`config.mk`:
```
export PLATFORM = sky130hd
export DESIGN_NAME = approx_mult8x8_seq
export DESIGN_NICKNAME = d
export VERILOG_FILES = /design/src/rtl/approx_mult_pkg.sv /design/src/rtl/approx4x4_core.sv /design/src/rtl/approx_mult8x8_seq.sv
export SDC_FILE = /design/constraint.sdc
export NUM_CORES = 1
export LEC_CHECK = 0
export ABC_AREA = 1
export BUFFER_PORTS_ARGS = -buffer_cell sky130_fd_sc_hd__buf_2
export CORE_MARGIN = 5
export CORE_UTILIZATION = 59
export CTS_CLUSTER_DIAMETER = 50
export DETAILED_ROUTE_END_ITERATION = 10
export GPL_ROUTABILITY_DRIVEN = 0
export PLACE_DENSITY_LB_ADDON = 0.3
export SYNTH_ARGS = -nofsm -noshare
export SYNTH_HDL_FRONTEND = slang
export SYNTH_SLANG_ARGS = --single-unit
```
`constraint.sdc`:
```
create_clock -name clk -period 5.3 [get_ports clk]
set_input_delay 1.06 -clock clk [delete_from_list [all_inputs] [get_ports clk]]
set_output_delay 1.06 -clock clk [all_outputs]
set_load 0.05 [all_outputs]
```
`src/rtl/approx_mult_pkg.sv`:
```
// Shared types and constants for the iterative approximate 8x8 multiplier.
// Holds FSM states, nibble step encodings and per-step shift amounts.
package approx_mult_pkg;

    typedef enum logic [1:0] {
        IDLE = 2'd0,
        RUN  = 2'd1,
        DONE = 2'd2
    } state_t;

    localparam logic [1:0] STEP_LL = 2'd0;
    localparam logic [1:0] STEP_LH = 2'd1;
    localparam logic [1:0] STEP_HL = 2'd2;
    localparam logic [1:0] STEP_HH = 2'd3;

    localparam logic [3:0] SH_LL = 4'd0;
    localparam logic [3:0] SH_LH = 4'd4;
    localparam logic [3:0] SH_HL = 4'd4;
    localparam logic [3:0] SH_HH = 4'd8;

    function automatic logic [3:0] step_shift(input logic [1:0] step);
        logic [3:0] sh;
        case (step)
            STEP_LL: sh = SH_LL;
            STEP_LH: sh = SH_LH;
            STEP_HL: sh = SH_HL;
            default: sh = SH_HH;
        endcase
        return sh;
    endfunction

endpackage

```
`src/rtl/approx4x4_core.sv`:
```
// Combinational approximate 4x4 multiplier: a*b[1:0] + 12*a*b[2].
// b[3] is deliberately ignored; the 12a term stands in for the upper bits.
module approx4x4_core (
    input  logic [3:0] i_a,
    input  logic [3:0] i_b,
    output logic [7:0] o_p
);

    logic [5:0] w_lo;
    logic [7:0] w_hi;

    assign w_lo = {2'b00, i_a} * {4'b0000, i_b[1:0]};
    assign w_hi = i_b[2] ? ({1'b0, i_a, 3'b000} + {2'b00, i_a, 2'b00}) : 8'd0;
    assign o_p  = {2'b00, w_lo} + w_hi;

endmodule

```
`src/rtl/approx_mult8x8_seq.sv`:
```
// Iterative 8x8 approximate multiplier sharing one 4x4 core over four nibble partials.
// Optional SKIP_LL_EN drops the LL partial and shortens the run to three steps.
module approx_mult8x8_seq
    import approx_mult_pkg::*;
#(
    parameter int ACC_W = 16
) (
    input  logic             clk,
    input  logic             rst_n,
    input  logic             in_valid,
    output logic             in_ready,
    input  logic [7:0]       in_a,
    input  logic [7:0]       in_b,
    input  logic             abort,
    output logic             out_valid,
    input  logic             out_ready,
    output logic [ACC_W-1:0] out_p,
    output logic             busy
);

`ifdef SKIP_LL_EN
    localparam logic [1:0] STEP_FIRST = STEP_LH;
`else
    localparam logic [1:0] STEP_FIRST = STEP_LL;
`endif

    state_t           r_state;
    logic [1:0]       r_step;
    logic [7:0]       r_a;
    logic [7:0]       r_b;
    logic [ACC_W-1:0] r_acc;
    logic [ACC_W-1:0] r_out_p;
    logic             r_out_valid;

    logic [3:0]       w_ca;
    logic [3:0]       w_cb;
    logic [7:0]       w_prod;
    logic [15:0]      w_term16;
    logic [ACC_W-1:0] w_sum;

    // step[1] selects the a nibble, step[0] the b nibble
    assign w_ca = r_step[1] ? r_a[7:4] : r_a[3:0];
    assign w_cb = r_step[0] ? r_b[7:4] : r_b[3:0];

    approx4x4_core u_core (
        .i_a (w_ca),
        .i_b (w_cb),
        .o_p (w_prod)
    );

    assign w_term16 = {8'd0, w_prod} << step_shift(r_step);
    assign w_sum    = r_acc + ACC_W'(w_term16);

    always_ff @(posedge clk or negedge rst_n) begin
        if (!rst_n) begin
            r_state     <= IDLE;
            r_step      <= 2'd0;
            r_a         <= 8'd0;
            r_b         <= 8'd0;
            r_acc       <= '0;
            r_out_p     <= '0;
            r_out_valid <= 1'b0;
        end else if (abort) begin
            r_state     <= IDLE;
            r_step      <= 2'd0;
            r_out_valid <= 1'b0;
        end else begin
            case (r_state)
                IDLE: begin
                    if (in_valid) begin
                        r_a     <= in_a;
                        r_b     <= in_b;
                        r_acc   <= '0;
                        r_step  <= STEP_FIRST;
                        r_state <= RUN;
                    end
                end
                RUN: begin
                    r_acc  <= w_sum;
                    r_step <= r_step + 2'd1;
                    if (r_step == STEP_HH) begin
                        r_out_p     <= w_sum;
                        r_out_valid <= 1'b1;
                        r_state     <= DONE;
                    end
                end
                DONE: begin
                    if (out_ready) begin
                        r_out_valid <= 1'b0;
                        r_state     <= IDLE;
                    end
                end
                default: r_state <= IDLE;
            endcase
        end
    end

    assign in_ready  = (r_state == IDLE);
    assign busy      = (r_state != IDLE);
    assign out_valid = r_out_valid;
    assign out_p     = r_out_p;

endmodule

```
==> impl_metrics.csv <==
group,metric,value,unit
hold_path,hp-start,"r_a[1]$_DFFE_PN0P_",
floorplan,ios,40,
setup_path,required,5.50,ns
cells_and_area,multi_input_area,1960,µm²
setup_path,startpoint_type,"flip-flop",
cts,cts_max_path_buffers,2,
cts,insertion_delay,0.30,ns
floorplan,initial_core_util,59.6,%
yosys,syn-cell-area,3460,µm²
cts,clock-sinks,51,
power_and_ir_drop,pwr-share-seq,34.7,%
global_routing,globalRouteTotalUtil,20.8,%
route,wire_per_inst,12.8,µm
cells_and_area,num-fill-cells,527,
sta,min_period,4.88,ns
yosys,yosysSeqAreaShare,36.8,%
hold_path,hold_path_class,"reg -> reg",
route,viasPerCell,5.29,
setup_path,cp_slowest_stage_delay,0.48,ns
yosys,syn_avg_cell_area,7.73,µm²
route,via_count,2967,
route,drt.antenna.violating_nets,0,
sta,report.final.slew_viol_count,0,
cts,htree_levels,2,
global_routing,grt_pass1_vias,2860,
floorplan,die_w,86.6,µm
yosys,ys_ff_latch,51,
global_routing,grt_pass1_wl,12700,µm
power_and_ir_drop,peakVddDrop,0.000201,V
setup_path,path_max_fanout,7,
hold_path,min_to,"r_a[1]$_DFFE_PN0P_",
floorplan,rows,28,
sta,slew_headroom,53.2,%
yosys,synthesis.nets,501,
power_and_ir_drop,total_power,0.00140,W
setup_path,r2r_cells,25,
cts,clock-root-buffer,"clkbuf_8",
placement,portBuffers,37,
cts,post_cts_buffers,0,
power_and_ir_drop,p_leak,2.12,nW
power_and_ir_drop,intPower,0.000819,W
cells_and_area,register_area,1280,µm²
cells_and_area,antennaDiodeCount,0,
route,drt-initial-drc-count,202,
route,drc_errors,0,
sta,setup_violations,0,
yosys,ys_warn_count,0,
route,drt-total-wl,7200,µm
setup_path,crit_buf_inv,4,
global_routing,grt_overflow,0,
floorplan,dieArea,7500,µm²
power_and_ir_drop,pwr-share-clk,18.7,%
placement,dp_hpwl,5570,µm
cts,cts-buffers-inserted,5,
setup_path,cpMaxStageDelayCell,"fa_1",
cells_and_area,area_delta_synth_final,9.97,%
power_and_ir_drop,power_switching,0.000584,W
power_and_ir_drop,power_density,368,nW/µm²
yosys,synth.distinct_cells,40,
setup_path,cp-end-kind,"flip-flop",
sta,fin_tns_setup,0,ns
route,dr.pass1.iters,5,
cts,cts.clk_slew.worst_paths,0.09,ns
sta,worst_pin_slew,0.701,ns
power_and_ir_drop,p_sw_share,41.6,%
setup_path,worstReg2RegStart,"r_step[1]$_DFFE_PN0P_",
flow_run,maxCapViolCount,0,
power_and_ir_drop,comb_power_share,46.6,%
run_status,run_status,"complete, no violations",
yosys,syn_inst,448,
floorplan,coreArea,5820,µm²
sta,hold_viol_final,0,
cts,cts_tree,"done",
global_routing,grt_antenna_before_repair,0,
cells_and_area,nNetsFinal,539,
sta,grt_setup_unrepaired,"no",
sta,skew,0.00507,ns
setup_path,worstReg2RegEnd,"out_p[9]$_DFFE_PN0P_",
floorplan,die_y,86.6,µm
hold_path,hold_path_depth,2,
sta,fmax,0.205,GHz
sta,post-route-period-util,92.1,%
global_routing,grt_max_degree,52,
setup_path,reg2reg_slack,0.42,ns
cells_and_area,layout-drive-gt1-share,15.8,%
setup_path,cp_top_family,"adder cells",
setup_path,cp.arrival,5.08,ns
setup_path,path_class,"reg -> reg",
[tightest hold or removal path: stages, from the launching register on]
cell and delay [ns]:
dfrtp_1 0.35, nand2_1 0.05, nand2_1 0.05
[timing repair]
item,in CTS,in global routing
hold buffers,0,0
endpoints found under the setup margin,0,4
resized for setup,0,1
[power groups by stage]
| stage | sequential, W | combinational [W] | clock [W] |
|---|---|---|---|
| final | 0.000487 | 0.000654 | 0.000262 |
| after global routing | 0.000494 | 0.000746 | 0.000283 |
| after CTS | 0.000486 | 0.000651 | 0.000269 |
| after detailed placement | 0.000494 | 0.000647 | 0 |
| after global placement | 0.000491 | 0.000622 | 0 |
| after floorplan | 0.000497 | 0.000496 | 0 |
[cells in the mapped netlist (all sizes together)]
cell | count | area share (%)
a21o | 1 | 0.22
a21oi | 23 | 3.4
xor2 | 5 | 1.3
o31ai | 1 | 0.22
a21boi | 1 | 0.22
xnor2 | 6 | 1.5
o21a | 2 | 0.43
mux2i | 1 | 0.29
nand2 | 153 | 17
nor3 | 1 | 0.47
or2 | 12 | 2.2
o21ai | 34 | 5.1
dfrtp | 51 | 37
ha | 27 | 9.8
clkbuf | 4 | 0.43
nor2 | 33 | 3.9
a32o | 3 | 0.87
fa | 5 | 2.9
nand3 | 24 | 4.1
buf | 3 | 0.87
o211ai | 1 | 0.22
nand3b | 3 | 0.76
o221ai | 1 | 0.25
nand4 | 6 | 1.3
inv | 47 | 5.2
[routing by layer]
layer / global-route usage (%) / share of wire [%] / vias to the layer above
met5: 0 / 0 / -
met4: 5.81 / 1.7 / 0
met3: 3.04 / 3.9 / 11
met2: 33.6 / 44 / 70
met1: 29.3 / 50 / 1361
li1: - / - / 1525
[metrics by stage]
step | cell area, µm² | worst slack [ns] | util (%) | hold WS (ns) | instances
finish | 3810 | 0.418 | 65.5 | 0.472 | 561
global route | 3810 | 0.00496 | 65.5 | 0.499 | 561
CTS | 3810 | 0.355 | 65.5 | 0.475 | 561
detailed placement | 3700 | 0.383 | 63.7 | 0.452 | 554
global placement | 3700 | 0.477 | 63.7 | 0.449 | 554
floorplan | 3460 | 0.985 | - | 0.434 | 448
[cells in the final DEF (no fill, tap or decap), drive strengths merged, types with 2 or more instances in the layout]
| cell type | Yosys | routed |
|---|---|---|
| a21oi | 23 | 23 |
| a32o | 3 | 3 |
| buf | 3 | 38 |
| clkbuf | 4 | 6 |
| dfrtp | 51 | 51 |
| fa | 5 | 5 |
| ha | 27 | 27 |
| inv | 47 | 47 |
| nand2 | 153 | 153 |
| nand3 | 24 | 24 |
| nand3b | 3 | 3 |
| nand4 | 6 | 6 |
| nor2 | 33 | 33 |
| o21a | 2 | 2 |
| o21ai | 34 | 34 |
| or2 | 12 | 12 |
| xnor2 | 6 | 6 |
| xor2 | 5 | 5 |
[flip-flops by register name, summed over array words and instances, names as in the netlist]
| signal | count |
|---|---|
| r_acc | 16 |
| out_valid | 1 |
| r_state | 2 |
| r_b | 6 |
| r_step | 2 |
| r_a | 8 |
| out_p | 16 |
[how the worst max path moves through the flow]
stage,start,endpoint,slack [ns],cells after the start
floorplan,r_step[1]$_DFFE_PN0P_,r_acc[12]$_DFFE_PN0P_,0.98,24
global placement,r_step[1]$_DFFE_PN0P_,out_p[15]$_DFFE_PN0P_,0.48,28
detailed placement,r_step[1]$_DFFE_PN0P_,out_p[9]$_DFFE_PN0P_,0.38,25
CTS,r_step[1]$_DFFE_PN0P_,out_p[9]$_DFFE_PN0P_,0.35,25
global route,r_step[1]$_DFFE_PN0P_,out_p[9]$_DFFE_PN0P_,0.005,25
finish,r_step[1]$_DFFE_PN0P_,out_p[9]$_DFFE_PN0P_,0.42,25
[final cells by class]
type,instances,share of cell area [%]
Clock buffer,6,1.91
Clock inverter,1,0.788
Inverter,47,4.70
Multi-Input combinational cell,343,51.5
Sequential cell,51,33.5
Tap cell,75,2.46
Timing Repair Buffer,38,5.06
[cell families (layout without fill, tap and decap cells)]
logic type,count (synthesis),after routing,share of synthesized area (%)
compound gates,67,67,11.0
xor+xnor,11,11,2.78
fa+ha+maj,32,32,12.6
buf+inv,54,92,6.47
flops,51,51,36.8
mux,1,1,0.289
simple gates,232,232,30.0
Power figures use the tool's default switching activity.
